==> config.mk <==
export PLATFORM = sky130hd
export DESIGN_NAME = uart_byte_rx
export DESIGN_NICKNAME = d
export VERILOG_FILES = /design/src/rtl/uart_byte_rx.sv
export SDC_FILE = /design/constraint.sdc
export NUM_CORES = 1
export LEC_CHECK = 0
export CORE_AREA = 2 2 87 68
export DETAILED_ROUTE_END_ITERATION = 8
export DIE_AREA = 0 0 89 70
export HOLD_SLACK_MARGIN = 0.1
export PLACE_DENSITY_LB_ADDON = 0.15
export SLEW_MARGIN = 10
export SYNTH_ARGS = -nofsm -noshare
export SYNTH_HDL_FRONTEND = slang
export SYNTH_SLANG_ARGS = --single-unit
==> constraint.sdc <==
create_clock -name clk -period 5.4 [get_ports clk]
set_input_delay 1.08 -clock clk [delete_from_list [all_inputs] [get_ports clk]]
set_output_delay 1.08 -clock clk [all_outputs]
set_load 0.02 [all_outputs]
==> src/rtl/uart_byte_rx.sv <==
`timescale 1ns/1ps
// uart_byte_rx
// 8N1 UART receiver. The serial line is double-flopped, a start bit is
// qualified at its mid-point, and each data and stop bit is sampled one
// full bit time after the previous sample, so every sample lands at mid-bit.
// A good stop bit publishes the byte on 'data' with a one-cycle 'valid'
// pulse. A low stop bit gives a one-cycle 'frame_err' pulse instead. The
// receiver then waits for the line to return high before it looks for the
// next start bit.
module uart_byte_rx #(
  parameter int CLKS_PER_BIT = 434
) (
  input  logic       clk,
  input  logic       reset,
  input  logic       rx,
  output logic [7:0] data,
  output logic       valid,
  output logic       frame_err,
  output logic       busy
);

  // Last count of a full bit period, and the count that marks a half bit.
  localparam logic [15:0] LAST_CNT = 16'(CLKS_PER_BIT - 1);
  localparam logic [15:0] MID_CNT  = 16'((CLKS_PER_BIT - 1) / 2);

  typedef enum logic [2:0] {
    ST_IDLE      = 3'd0,
    ST_START     = 3'd1,
    ST_DATA      = 3'd2,
    ST_STOP      = 3'd3,
    ST_WAIT_HIGH = 3'd4
  } state_t;

  // Synchronizer flops. Both reset high so that reset does not look like a
  // start bit.
  logic        rx_meta_r;
  logic        rx_sync_r;
  logic        rx_s;

  // FSM state and datapath registers.
  state_t      state_r;
  logic [15:0] cnt_r;
  logic [2:0]  idx_r;
  logic [7:0]  shift_r;
  logic [7:0]  data_r;
  logic        valid_r;
  logic        ferr_r;
  logic        busy_r;

  // Next-state values computed by the combinational half of the FSM.
  state_t      state_nxt_s;
  logic [15:0] cnt_nxt_s;
  logic [2:0]  idx_nxt_s;
  logic [7:0]  shift_nxt_s;
  logic [7:0]  data_nxt_s;
  logic        valid_nxt_s;
  logic        ferr_nxt_s;

  assign rx_s      = rx_sync_r;
  assign data      = data_r;
  assign valid     = valid_r;
  assign frame_err = ferr_r;
  assign busy      = busy_r;

  // Two-flop synchronizer that brings the asynchronous rx line into the clk domain.
  always_ff @(posedge clk) begin
    if (reset) begin
      rx_meta_r <= 1'b1;
      rx_sync_r <= 1'b1;
    end else begin
      rx_meta_r <= rx;
      rx_sync_r <= rx_meta_r;
    end
  end

  // Next-state, counter, shift-register and output-pulse decode for the receive FSM.
  always_comb begin
    state_nxt_s = state_r;
    cnt_nxt_s   = cnt_r;
    idx_nxt_s   = idx_r;
    shift_nxt_s = shift_r;
    data_nxt_s  = data_r;
    valid_nxt_s = 1'b0;
    ferr_nxt_s  = 1'b0;

    case (state_r)
      ST_IDLE: begin
        cnt_nxt_s = 16'd0;
        if (rx_s == 1'b0) begin
          state_nxt_s = ST_START;
        end else begin
          state_nxt_s = ST_IDLE;
        end
      end

      ST_START: begin
        if (cnt_r == MID_CNT) begin
          cnt_nxt_s = 16'd0;
          if (rx_s == 1'b0) begin
            state_nxt_s = ST_DATA;
            idx_nxt_s   = 3'd0;
          end else begin
            // The line went high again before mid-bit, so this was a glitch.
            state_nxt_s = ST_IDLE;
          end
        end else begin
          cnt_nxt_s = cnt_r + 16'd1;
        end
      end

      ST_DATA: begin
        if (cnt_r == LAST_CNT) begin
          shift_nxt_s[idx_r] = rx_s;
          cnt_nxt_s          = 16'd0;
          idx_nxt_s          = idx_r + 3'd1;
          if (idx_r == 3'd7) begin
            state_nxt_s = ST_STOP;
          end else begin
            state_nxt_s = ST_DATA;
          end
        end else begin
          cnt_nxt_s = cnt_r + 16'd1;
        end
      end

      ST_STOP: begin
        if (cnt_r == LAST_CNT) begin
          cnt_nxt_s = 16'd0;
          if (rx_s == 1'b1) begin
            data_nxt_s  = shift_r;
            valid_nxt_s = 1'b1;
            state_nxt_s = ST_IDLE;
          end else begin
            ferr_nxt_s  = 1'b1;
            state_nxt_s = ST_WAIT_HIGH;
          end
        end else begin
          cnt_nxt_s = cnt_r + 16'd1;
        end
      end

      ST_WAIT_HIGH: begin
        // A low line here is the tail of a broken frame, not a start bit.
        cnt_nxt_s = 16'd0;
        if (rx_s == 1'b1) begin
          state_nxt_s = ST_IDLE;
        end else begin
          state_nxt_s = ST_WAIT_HIGH;
        end
      end

      default: begin
        state_nxt_s = ST_IDLE;
        cnt_nxt_s   = 16'd0;
        idx_nxt_s   = 3'd0;
      end
    endcase
  end

  // State, datapath and registered-output update. Reset overrides any pending pulse.
  always_ff @(posedge clk) begin
    if (reset) begin
      state_r <= ST_IDLE;
      cnt_r   <= 16'd0;
      idx_r   <= 3'd0;
      shift_r <= 8'h00;
      data_r  <= 8'h00;
      valid_r <= 1'b0;
      ferr_r  <= 1'b0;
      busy_r  <= 1'b0;
    end else begin
      state_r <= state_nxt_s;
      cnt_r   <= cnt_nxt_s;
      idx_r   <= idx_nxt_s;
      shift_r <= shift_nxt_s;
      data_r  <= data_nxt_s;
      valid_r <= valid_nxt_s;
      ferr_r  <= ferr_nxt_s;
      busy_r  <= (state_nxt_s != ST_IDLE);
    end
  end

endmodule

==> impl_metrics.py <==
metrics = {
    "synth": {
        "postSynthAreaPerCell_um2": 8.748,
        "ys_async_sr_fraction_pct": 0,
        "synth_top_family_by_area": "simple AND/OR/NAND/NOR gates",
        "ys_top_cells_by_area": "dfxtp_1, nand2_1, nor2_1",
        "synth_commonest_cells": "dfxtp_1, nand2_1, nor2_1, nand3_1",
        "synth.area.mux_share_pct": 2.173,
        "synth.distinct_cells": 53,
        "synth_warnings": 0,
        "synth_top_area_share_pct": 41.52,
        "syn_inst": 237,
        "synthSimpleGateAreaFrac_pct": 33.01,
        "syn-num-nets": 245,
        "syn-cell-area_mm2": 0.002073,
        "synth-main-ff-cell": "dfxtp_1",
        "synthAdderAreaFrac_pct": 3.018,
        "synth_top_cell_by_area": "dfxtp_1",
        "synth-seq-cells": 43,
        "synth-xor-area-share_pct": 5.914,
        "synth_compound_area_share_pct": 10.74,
        "synth.most_common_cell": "dfxtp_1",
        "yosysSeqAreaShare_pct": 41.52,
        "synth_edf_count": 0,
    },
    "place": {
        "io_buffers": 13,
        "place.gp.congestion": 0.7855,
        "hpwlAfterDp_um": 2988,
        "dp_cells": 316,
        "place_area_mm2": 0.002248,
    },
    "cts": {
        "post_cts_buffers": 0,
        "insertion_delay_ns": 0.30,
        "clk_root_buffer_cell": "clkbuf_8",
        "cts_tree": "yes",
        "htree_levels": 2,
        "cts.sinks": 43,
        "cts_buffer_depth": 2,
        "path_clk_slew_ns": 0.08,
        "numCtsBuffers": 5,
        "cts_hold_buf": 0,
        "post_cts_resized": 0,
    },
    "flow_run": {
        "maxCapViolCount": 0,
    },
    "setup_path": {
        "cp.arrival_ns": 3.04,
        "endpoint_kind": "register",
        "crit_chain": "clkdlybuf4s50_1, inv_1, nand2_1, a31oi_1, or3_1",
        "cp_top_family": "buffers and inverters",
        "slowest_delay_ns": 0.95,
        "worst-path-buf-inv": 2,
        "cp_slowest_cell": "clkdlybuf4s50_1",
        "required_ns": 5.59,
        "start_kind": "primary input",
        "criticalPathCategory": "in2reg",
        "worstPathMaxFanout": 18,
    },
    "worst_hold_path": {
        "hp-class": "reg2reg",
    },
    "sta": {
        "drv_slew": 0,
        "worstMarginPinSlew_ns": 0.7348,
        "post-route-period-util_pct": 52.75,
        "period_needed_ns": 2.849,
        "fin_worst_skew_ns": 0.004831,
        "rsz0062_at_grt": "no",
        "slew_headroom_pct": 50.86,
        "fin_setup_tns_ns": 0,
        "fmax_mhz": 351.1,
        "final-setup-viol-count": 0,
        "holdWs_ns": 0.4135,
        "final_hold_viol_count": 0,
    },
    "route": {
        "viasPerCell": 5.006,
        "drc": 0,
        "ant_nets": 0,
        "dr.first_iter.drc_count": 107,
        "wl_per_cell_um": 13.19,
        "first_pass_iters": 4,
        "vias": 1622,
        "wl_um": 4275,
    },
    "power_and_ir_drop": {
        "power.leakage_nw": 0.8004,
        "power.density_mw_per_mm2": 240.1,
        "finalPower_mw": 0.5649,
        "ir_drop_uv": 115.3,
    },
    "grt": {
        "grt_pass1_vias": 1498,
        "grt_first_pass_wirelength_um": 7507,
        "grt_max_degree": 19,
        "grt_util_all_layers_pct": 15.41,
        "antenna_found_initial": 0,
        "grt_overflow_total": 0,
    },
    "status": {
        "outcome": "complete, no violations",
    },
    "final_layout": {
        "diodes": 0,
        "multi_input_area_mm2": 0.001137,
        "nets": 253,
        "fill_cells": 587,
        "design_area_mm2": 0.002352,
        "instances_no_fill": 324,
        "area_growth_pct": 13.46,
        "seq_area_um2": 860.8,
        "drive_gt1_share_pct": 10.98,
    },
    "floorplan": {
        "io_pins": 14,
        "die_w_um": 89,
        "die-area_mm2": 0.006230,
        "initial_core_util_pct": 37.52,
        "die_y_um": 70,
        "coreArea_mm2": 0.005525,
        "num_rows": 24,
    },
}
==> routing by layer <==
layer,vias up,routed length [um],global-route usage [%]
li1,845,-,-
met1,744,2395,24.10
met5,-,0,0
met3,9,175,4.255
met2,24,1621,19.57
met4,0,83,5.970
==> layout by cell type (no fill, tap or decap), drive strengths merged, types with 4 or more instances in the layout <==
cell and count:
nor2b 4, nand3 20, inv 6, a21oi 9
nor3 6, xor2 9, nand2 32, clkbuf 7
o21ai 4, clkdlybuf4s50 13, a31oi 4, nor2 27
ha 5, xnor2 5, dfxtp 43
==> stage by stage <==
step | util, % | setup WS [ns]
finish | 42.57 | 2.551
detailed placement | 40.69 | 2.231
global route | 42.57 | 2.396
CTS | 42.57 | 2.553
global placement | 40.69 | 2.283
floorplan | - | 3.190
==> sequential cells by signal, indices dropped and copies added (netlist names) <==
signal / cells
rx_meta_r: 1
valid: 1
rx_s: 1
data: 8
frame_err: 1
busy: 1
idx_r: 3
cnt_r: 16
state_r: 3
shift_r: 8
==> logic make-up (layout without fill, tap and decap cells) <==
logic type,Yosys count,in the layout
and+or+nand+nor,124,124
AOI/OAI and AO/OA,29,29
muxes,4,4
adders and majority gates,5,5
DFF,43,43
xor gates and xnor gates,14,14
buffers and inverters,18,27
==> worst paths after layout <==
kind / from / to / slack [ns] / depth (start not counted)
worst max register to register: cnt_r[13] / data[1] / 3.01 / 5
worst min register to register: rx_meta_r / rx_s / 0.41 / 1
worst min-delay path: rx_meta_r / rx_s / 0.41 / 1
worst max-delay path: reset / busy / 2.55 / 5
==> power breakdown <==
| group | total, mW | leakage [nW] | switching (mW) | internal [mW] |
|---|---|---|---|---|
| clock | 0.230 | 0.0505 | 0.113 | 0.116 |
| combinational | 0.0143 | 0.403 | 0.00886 | 0.00541 |
| sequential | 0.321 | 0.347 | 0.00262 | 0.318 |
| total | 0.565 | 0.800 | 0.125 | 0.440 |
==> area by class of cell <==
type	count	share of cell area (%)
Sequential cell	43	36.60
Inverter	6	0.9574
Clock inverter	1	0.3191
Timing Repair Buffer	13	5.532
Multi-Input combinational cell	176	48.35
Clock buffer	7	4.096
Tap cell	78	4.149
(Power assumes the default switching activity.)
